`config.mk`:
```
export PLATFORM = sky130hd
export DESIGN_NAME = sipo_collector_flat
export DESIGN_NICKNAME = d
export VERILOG_FILES = /design/src/rtl/sipo_pkg.sv /design/src/rtl/sipo_collector_if.sv /design/src/rtl/sipo_shift_reg.sv /design/src/rtl/sipo_collector.sv /design/src/flat_wrapper.sv
export SDC_FILE = /design/constraint.sdc
export NUM_CORES = 1
export LEC_CHECK = 0
export ABC_CLOCK_PERIOD_IN_PS = 1450
export BUFFER_PORTS_ARGS = -buffer_cell sky130_fd_sc_hd__buf_2
export CAP_MARGIN = 40
export CORE_MARGIN = 5
export CORE_UTILIZATION = 45
export CTS_CLUSTER_DIAMETER = 50
export DETAILED_ROUTE_END_ITERATION = 6
export PLACE_DENSITY = 0.71
export RECOVER_POWER = 25
export SYNTH_ARGS = -nofsm -noshare
export SYNTH_HDL_FRONTEND = slang
export SYNTH_HIERARCHICAL = 1
export SYNTH_SLANG_ARGS = --single-unit
export TNS_END_PERCENT = 50
```
`constraint.sdc`:
```
create_clock -name clk -period 1.45 [get_ports clk]
set_input_delay 0.0725 -clock clk [delete_from_list [all_inputs] [get_ports clk]]
set_output_delay 0.0725 -clock clk [all_outputs]
set_load 0.05 [all_outputs]
```
`src/rtl/sipo_pkg.sv`:
```
// sipo_pkg: shared definitions for the serial-to-parallel collector.
//   state_e        : collector FSM states (ST_IDLE, ST_COLLECT)
//   DEFAULT_WIDTH  : default data bits per frame
//   flen()         : serial bits per frame, including the optional parity bit
// Optional feature macro: SIPO_PARITY_EN (one trailing even-parity bit per frame).
package sipo_pkg;

    typedef enum logic [0:0] {
        ST_IDLE    = 1'b0,
        ST_COLLECT = 1'b1
    } state_e;

    localparam int unsigned DEFAULT_WIDTH = 32'd4;

    // Serial bits that make up one frame on the wire.
    function automatic int unsigned flen(input int unsigned width);
`ifdef SIPO_PARITY_EN
        return width + 32'd1;
`else
        return width;
`endif
    endfunction

endpackage

```
`src/rtl/sipo_collector_if.sv`:
```
// sipo_collector_if: serial input and parallel handshake bundle of sipo_collector.
//   sin, sin_valid, frame_start : qualified serial stream and frame marker
//   par_data, par_valid         : assembled frame and its valid flag
//   par_ready                   : consumer accept
//   overrun, overrun_clr        : sticky dropped-frame flag and its clear
//   parity_err                  : parity result of the held frame
// modport master = stream source / consumer side, modport slave = collector side.
interface sipo_collector_if import sipo_pkg::*; #(
    parameter int unsigned WIDTH = DEFAULT_WIDTH
) ();
    logic             sin;
    logic             sin_valid;
    logic             frame_start;
    logic [WIDTH-1:0] par_data;
    logic             par_valid;
    logic             par_ready;
    logic             overrun;
    logic             overrun_clr;
    logic             parity_err;

    modport master (
        output sin, sin_valid, frame_start, par_ready, overrun_clr,
        input  par_data, par_valid, overrun, parity_err
    );

    modport slave (
        input  sin, sin_valid, frame_start, par_ready, overrun_clr,
        output par_data, par_valid, overrun, parity_err
    );
endinterface

```
`src/rtl/sipo_shift_reg.sv`:
```
// sipo_shift_reg: W-bit serial-in shift register, new bits enter at bit 0.
//   clk, rst_n : clock, asynchronous active-low reset (clears contents)
//   en_i       : shift enable
//   sin_i      : serial input bit
//   data_o     : parallel contents
module sipo_shift_reg #(
    parameter int unsigned W = 32'd4
) (
    input  logic         clk,
    input  logic         rst_n,
    input  logic         en_i,
    input  logic         sin_i,
    output logic [W-1:0] data_o
);
    logic [W-1:0] shreg_q;
    logic [W-1:0] shreg_d;

    // Next-state: shift one bit in when enabled, otherwise hold.
    always_comb begin
        shreg_d = shreg_q;
        if (en_i) begin
            shreg_d = {shreg_q[W-2:0], sin_i};
        end else begin
            shreg_d = shreg_q;
        end
    end

    // Shift register state.
    always_ff @(posedge clk or negedge rst_n) begin
        if (!rst_n) begin
            shreg_q <= '0;
        end else begin
            shreg_q <= shreg_d;
        end
    end

    assign data_o = shreg_q;
endmodule

```
`src/rtl/sipo_collector.sv`:
```
// sipo_collector: samples a qualified serial stream, assembles WIDTH-bit frames
// MSB-first and holds each on a registered valid/ready parallel port.
//   clk, rst_n : clock, asynchronous active-low reset
//   bus        : sipo_collector_if.slave (serial in, parallel out, overrun, parity_err)
// Optional feature macro: SIPO_PARITY_EN adds a trailing even-parity bit per frame
// and drives parity_err; without it parity_err is held at 0.
module sipo_collector import sipo_pkg::*; #(
    parameter int unsigned WIDTH = DEFAULT_WIDTH
) (
    input  logic              clk,
    input  logic              rst_n,
    sipo_collector_if.slave   bus
);
    localparam int unsigned FLEN  = flen(WIDTH);
    localparam int unsigned CNT_W = $clog2(WIDTH + 32'd2);

    // Even-parity check over the data bits and the received parity bit.
    function automatic logic parity_calc(input logic [FLEN-1:0] v);
        return ^v;
    endfunction

    state_e             state_q,      state_d;
    logic [CNT_W-1:0]   bit_cnt_q,    bit_cnt_d;
    logic [WIDTH-1:0]   par_data_q,   par_data_d;
    logic               par_valid_q,  par_valid_d;
    logic               overrun_q,    overrun_d;
    logic               parity_err_q, parity_err_d;

    logic               shift_en_s;
    logic               complete_s;
    logic [FLEN-1:0]    shreg_s;
    logic [FLEN-1:0]    full_s;
    logic [WIDTH-1:0]   frame_data_s;
    logic               frame_perr_s;

    // Bits are only taken while collecting, or when they open a new frame.
    assign shift_en_s = bus.sin_valid && ((state_q == ST_COLLECT) || bus.frame_start);

    sipo_shift_reg #(.W(FLEN)) u_shift (
        .clk    (clk),
        .rst_n  (rst_n),
        .en_i   (shift_en_s),
        .sin_i  (bus.sin),
        .data_o (shreg_s)
    );

    // The completing bit is still on sin, so the frame is the shift result of this edge.
    assign full_s = {shreg_s[FLEN-2:0], bus.sin};

`ifdef SIPO_PARITY_EN
    assign frame_data_s = full_s[WIDTH:1];
    assign frame_perr_s = parity_calc(full_s);
`else
    assign frame_data_s = full_s[WIDTH-1:0];
    assign frame_perr_s = 1'b0;
`endif

    // FSM next state and bit counter; flags the edge on which a frame completes.
    always_comb begin
        state_d    = state_q;
        bit_cnt_d  = bit_cnt_q;
        complete_s = 1'b0;
        case (state_q)
            ST_IDLE: begin
                if (bus.sin_valid && bus.frame_start) begin
                    bit_cnt_d = CNT_W'(1);
                    state_d   = ST_COLLECT;
                end else begin
                    state_d   = ST_IDLE;
                end
            end
            ST_COLLECT: begin
                if (bus.sin_valid && bus.frame_start) begin
                    // Restart: partial frame dropped silently, this bit is bit 1.
                    bit_cnt_d = CNT_W'(1);
                end else if (bus.sin_valid) begin
                    if ((bit_cnt_q + CNT_W'(1)) == CNT_W'(FLEN)) begin
                        complete_s = 1'b1;
                        bit_cnt_d  = '0;
                        state_d    = ST_IDLE;
                    end else begin
                        bit_cnt_d  = bit_cnt_q + CNT_W'(1);
                    end
                end else begin
                    bit_cnt_d = bit_cnt_q;
                end
            end
            default: begin
                state_d   = ST_IDLE;
                bit_cnt_d = '0;
            end
        endcase
    end

    // Output register, handshake and sticky overrun (a set beats a same-edge clear).
    always_comb begin
        par_data_d   = par_data_q;
        par_valid_d  = par_valid_q;
        parity_err_d = parity_err_q;
        overrun_d    = overrun_q;
        if (bus.overrun_clr) begin
            overrun_d = 1'b0;
        end else begin
            overrun_d = overrun_q;
        end
        if (complete_s) begin
            if (!par_valid_q || bus.par_ready) begin
                par_data_d   = frame_data_s;
                par_valid_d  = 1'b1;
                parity_err_d = frame_perr_s;
            end else begin
                overrun_d    = 1'b1;
            end
        end else if (par_valid_q && bus.par_ready) begin
            par_valid_d = 1'b0;
        end else begin
            par_valid_d = par_valid_q;
        end
    end

    // State and output registers.
    always_ff @(posedge clk or negedge rst_n) begin
        if (!rst_n) begin
            state_q      <= ST_IDLE;
            bit_cnt_q    <= '0;
            par_data_q   <= '0;
            par_valid_q  <= 1'b0;
            overrun_q    <= 1'b0;
            parity_err_q <= 1'b0;
        end else begin
            state_q      <= state_d;
            bit_cnt_q    <= bit_cnt_d;
            par_data_q   <= par_data_d;
            par_valid_q  <= par_valid_d;
            overrun_q    <= overrun_d;
            parity_err_q <= parity_err_d;
        end
    end

    assign bus.par_data   = par_data_q;
    assign bus.par_valid  = par_valid_q;
    assign bus.overrun    = overrun_q;
    assign bus.parity_err = parity_err_q;
endmodule
```
`src/flat_wrapper.sv`:
```
// flat-port wrapper written by rule: the top's interface ports become plain ports
module sipo_collector_flat import sipo_pkg::*;
#(
    parameter int unsigned WIDTH = DEFAULT_WIDTH
)
  (clk, rst_n, bus_sin, bus_sin_valid, bus_frame_start, bus_par_ready, bus_overrun_clr, bus_par_data, bus_par_valid, bus_overrun, bus_parity_err);
  sipo_collector_if #(.WIDTH(WIDTH)) bus_i ();
  input  logic clk;
  input  logic rst_n;
  input wire logic [$bits(bus_i.sin)-1:0] bus_sin;
  input wire logic [$bits(bus_i.sin_valid)-1:0] bus_sin_valid;
  input wire logic [$bits(bus_i.frame_start)-1:0] bus_frame_start;
  input wire logic [$bits(bus_i.par_ready)-1:0] bus_par_ready;
  input wire logic [$bits(bus_i.overrun_clr)-1:0] bus_overrun_clr;
  output wire logic [$bits(bus_i.par_data)-1:0] bus_par_data;
  output wire logic [$bits(bus_i.par_valid)-1:0] bus_par_valid;
  output wire logic [$bits(bus_i.overrun)-1:0] bus_overrun;
  output wire logic [$bits(bus_i.parity_err)-1:0] bus_parity_err;
  assign bus_i.sin = bus_sin;
  assign bus_i.sin_valid = bus_sin_valid;
  assign bus_i.frame_start = bus_frame_start;
  assign bus_i.par_ready = bus_par_ready;
  assign bus_i.overrun_clr = bus_overrun_clr;
  assign bus_par_data = bus_i.par_data;
  assign bus_par_valid = bus_i.par_valid;
  assign bus_overrun = bus_i.overrun;
  assign bus_parity_err = bus_i.parity_err;
  sipo_collector #(.WIDTH(WIDTH)) u_core (.clk(clk), .rst_n(rst_n), .bus(bus_i));
endmodule
```
==> impl_metrics.py <==
metrics = {
    "worst_setup_path": {
        "cp.required_ns": 1.60,
        "critPathArrivalTime_ns": 1.64,
        "critPathLaunch": "u_core/bit_cnt_q[0]",
        "startpoint_type": "flop",
        "critical-path-max-stage-delay_ns": 0.41,
        "regToRegStartpoint": "u_core/bit_cnt_q[0]",
        "cp_max_fo": 4,
        "path_cells": "ha_4 -> ha_4 -> nand4b_4 -> nor2b_4 -> mux2_4",
        "crit_family": "flip-flops",
        "crit_slowest_cell": "dfrtp_1",
        "cpMostUsedCell": "ha_4",
        "setup.worst_path.class": "reg -> reg",
        "worstSetupEndpointType": "flop",
        "crit_buf_inv": 0,
    },
    "drt": {
        "vias_per_cell": 4.99,
        "wl_per_cell_microns": 13.4,
        "dr.pass1.iters": 4,
        "drc_errors": 0,
        "drt_iter0_markers": 9,
        "postRouteAntennaNets": 0,
        "wl_mm": 1.18,
        "via_count": 439,
    },
    "pwr": {
        "pwr_density_cell_nw_per_um2": 1850,
        "power_mw": 1.52,
        "leakagePower_nw": 0.398,
        "vdd_drop_max_v": 0.00110,
    },
    "finish": {
        "area_growth_pct": 32.6,
        "nNetsFinal": 84,
        "drive_gt1_share_pct": 45.2,
        "final_util_pct": 63.0,
        "antenna_cells": 0,
        "fin_area_sq_um": 820,
        "finalNonFillerCells": 88,
    },
    "place": {
        "dp_cells": 79,
        "placed_area_sq_um": 714,
        "port-buffer-count": 12,
        "dp_hpwl_microns": 810,
        "gp_congestion": 0.753,
        "dp_slack_ns": -0.0414,
    },
    "die": {
        "die_h_microns": 47.1,
        "start_util_pct": 47.5,
        "row_count": 13,
        "die-area_sq_um": 2210,
        "core_area_sq_um": 1300,
        "ios": 14,
        "die_w_microns": 47.1,
    },
    "hold_path": {
        "hp-class": "in -> reg",
        "hp-start": "bus_frame_start",
    },
    "clock_network": {
        "numCtsBuffers": 3,
        "clkTransAtPathRegs_ns": 0.09,
        "clock-sinks": 13,
        "htreeDepth": 1,
        "insertion_delay_ns": 0.28,
        "tritoncts": "yes",
        "cts_max_path_buffers": 2,
        "cts-root-buf": "clkbuf_4",
    },
    "synthesis": {
        "syn-mean-instance-area_sq_um": 12.4,
        "synthCells": 50,
        "synth_nets": 60,
        "ys.warnings.count": 6,
        "netlist_area_sq_um": 618,
    },
    "timing": {
        "maxSlewViolCount": 0,
        "finalClockSkew_ns": 0.0114,
        "setup_ws_ns": -0.0341,
        "period_share_pct": 102,
        "fin_crit_ns": 1.48,
        "max_freq_mhz": 674,
        "slew_headroom_pct": 55.8,
        "worst_slew_pin_slew_ns": 0.664,
        "setup_viol_count_final": 4,
        "rsz0062_at_grt": "true",
        "finalHoldViolCount": 0,
    },
    "global_routing": {
        "antenna_found_initial": 0,
        "track_usage_pct": 11.7,
        "grt_overflow": 0,
        "grt_pass1_vias": 422,
        "grt_max_degree": 14,
        "grt_first_pass_wirelength_mm": 1.74,
    },
    "run_status": {
        "status": "finished, violations left",
        "violations": "setup timing",
    },
    "run": {
        "cap_viol_max_count": 0,
    },
}
==> registers in the layout, indices dropped and copies added (netlist names) <==
| name | count |
|---|---|
| u_core/u_shift/data_o | 3 |
| u_core/bit_cnt_q | 3 |
| u_core/bus.overrun | 1 |
| u_core/bus.par_valid | 1 |
| u_core/state_q | 1 |
| u_core/bus.par_data | 4 |
==> worst register-to-register path, stage by stage, from the launching register on <==
cell,delay [ns]
dfrtp_1,0.41
ha_4,0.17
ha_4,0.14
nand4b_4,0.11
nor2b_4,0.22
mux2_4,0.32
==> per-stage QoR <==
stage          setup TNS [ns]  hold slack, ns
5_1_grt                -0.228          0.0514
2_1_floorplan               0          -0.223
6_report               -0.110          0.0448
3_5_place_dp           -0.127         -0.0309
4_1_cts               -0.0720          0.0479
3_3_place_gp                0         -0.0304
==> cells in the final DEF (no fill, tap or decap) <==
cell	n
clkbuf_1	2
nand2b_1	1
buf_4	8
o22ai_1	3
mux2_4	4
nand2_1	5
clkbuf_4	3
dfrtp_1	13
mux2_2	3
nand4b_4	1
conb_1	1
o21a_1	3
ha_1	1
nand3_1	2
buf_2	11
ha_4	2
inv_1	4
o21ai_0	1
nor2b_4	1
dlygate4sd3_1	2
nor3b_1	1
a22o_1	1
==> power breakdown <==
group | internal, mW | total (mW) | switching, mW
Sequential | 0.484 | 0.590 | 0.106
Combinational | 0.321 | 0.702 | 0.381
Clock | 0.106 | 0.226 | 0.119
==> area by class of cell <==
type                            count  area, sq um
Fill cell                         100          482
Multi-Input combinational cell     30          295
Inverter                            4         15.0
Tap cell                           15         18.8
Timing Repair Buffer               22          139
Sequential cell                    13          325
Clock buffer                        4         26.3
==> path summary, 6_finish.rpt <==
check                                      endpoint  slack [ns]  cells after the start
setup reg to reg             u_core/bus.par_data[1]       -0.03                      5
hold reg to reg              u_core/bus.par_data[3]        0.51                      1
min in group asynchronous            u_core/state_q        0.34                      2
hold / removal                  u_core/bit_cnt_q[2]        0.04                      2
max in group asynchronous  u_core/u_shift/data_o[1]        0.68                      2
setup / recovery             u_core/bus.par_data[1]       -0.03                      5
==> routing by layer <==
| metal | up-vias | GRT usage [%] | wire length [microns] |
|---|---|---|---|
| met5 | - | 0 | 0 |
| met4 | 0 | 8.29 | 8 |
| met3 | 2 | 3.07 | 95 |
| met2 | 12 | 17.3 | 581 |
| met1 | 210 | 14.8 | 495 |
| li1 | 215 | - | - |
==> timing repair <==
action	4_1_cts	5_1_grt
endpoints found under the hold margin	14	0
hold buffers	2	0
cloned	0	0
setup endpoints to repair	4	4
setup buffers	1	2
pin swaps	2	2
gates resized for setup	2	5
Note: power is estimated with default switching activity, not from simulation.
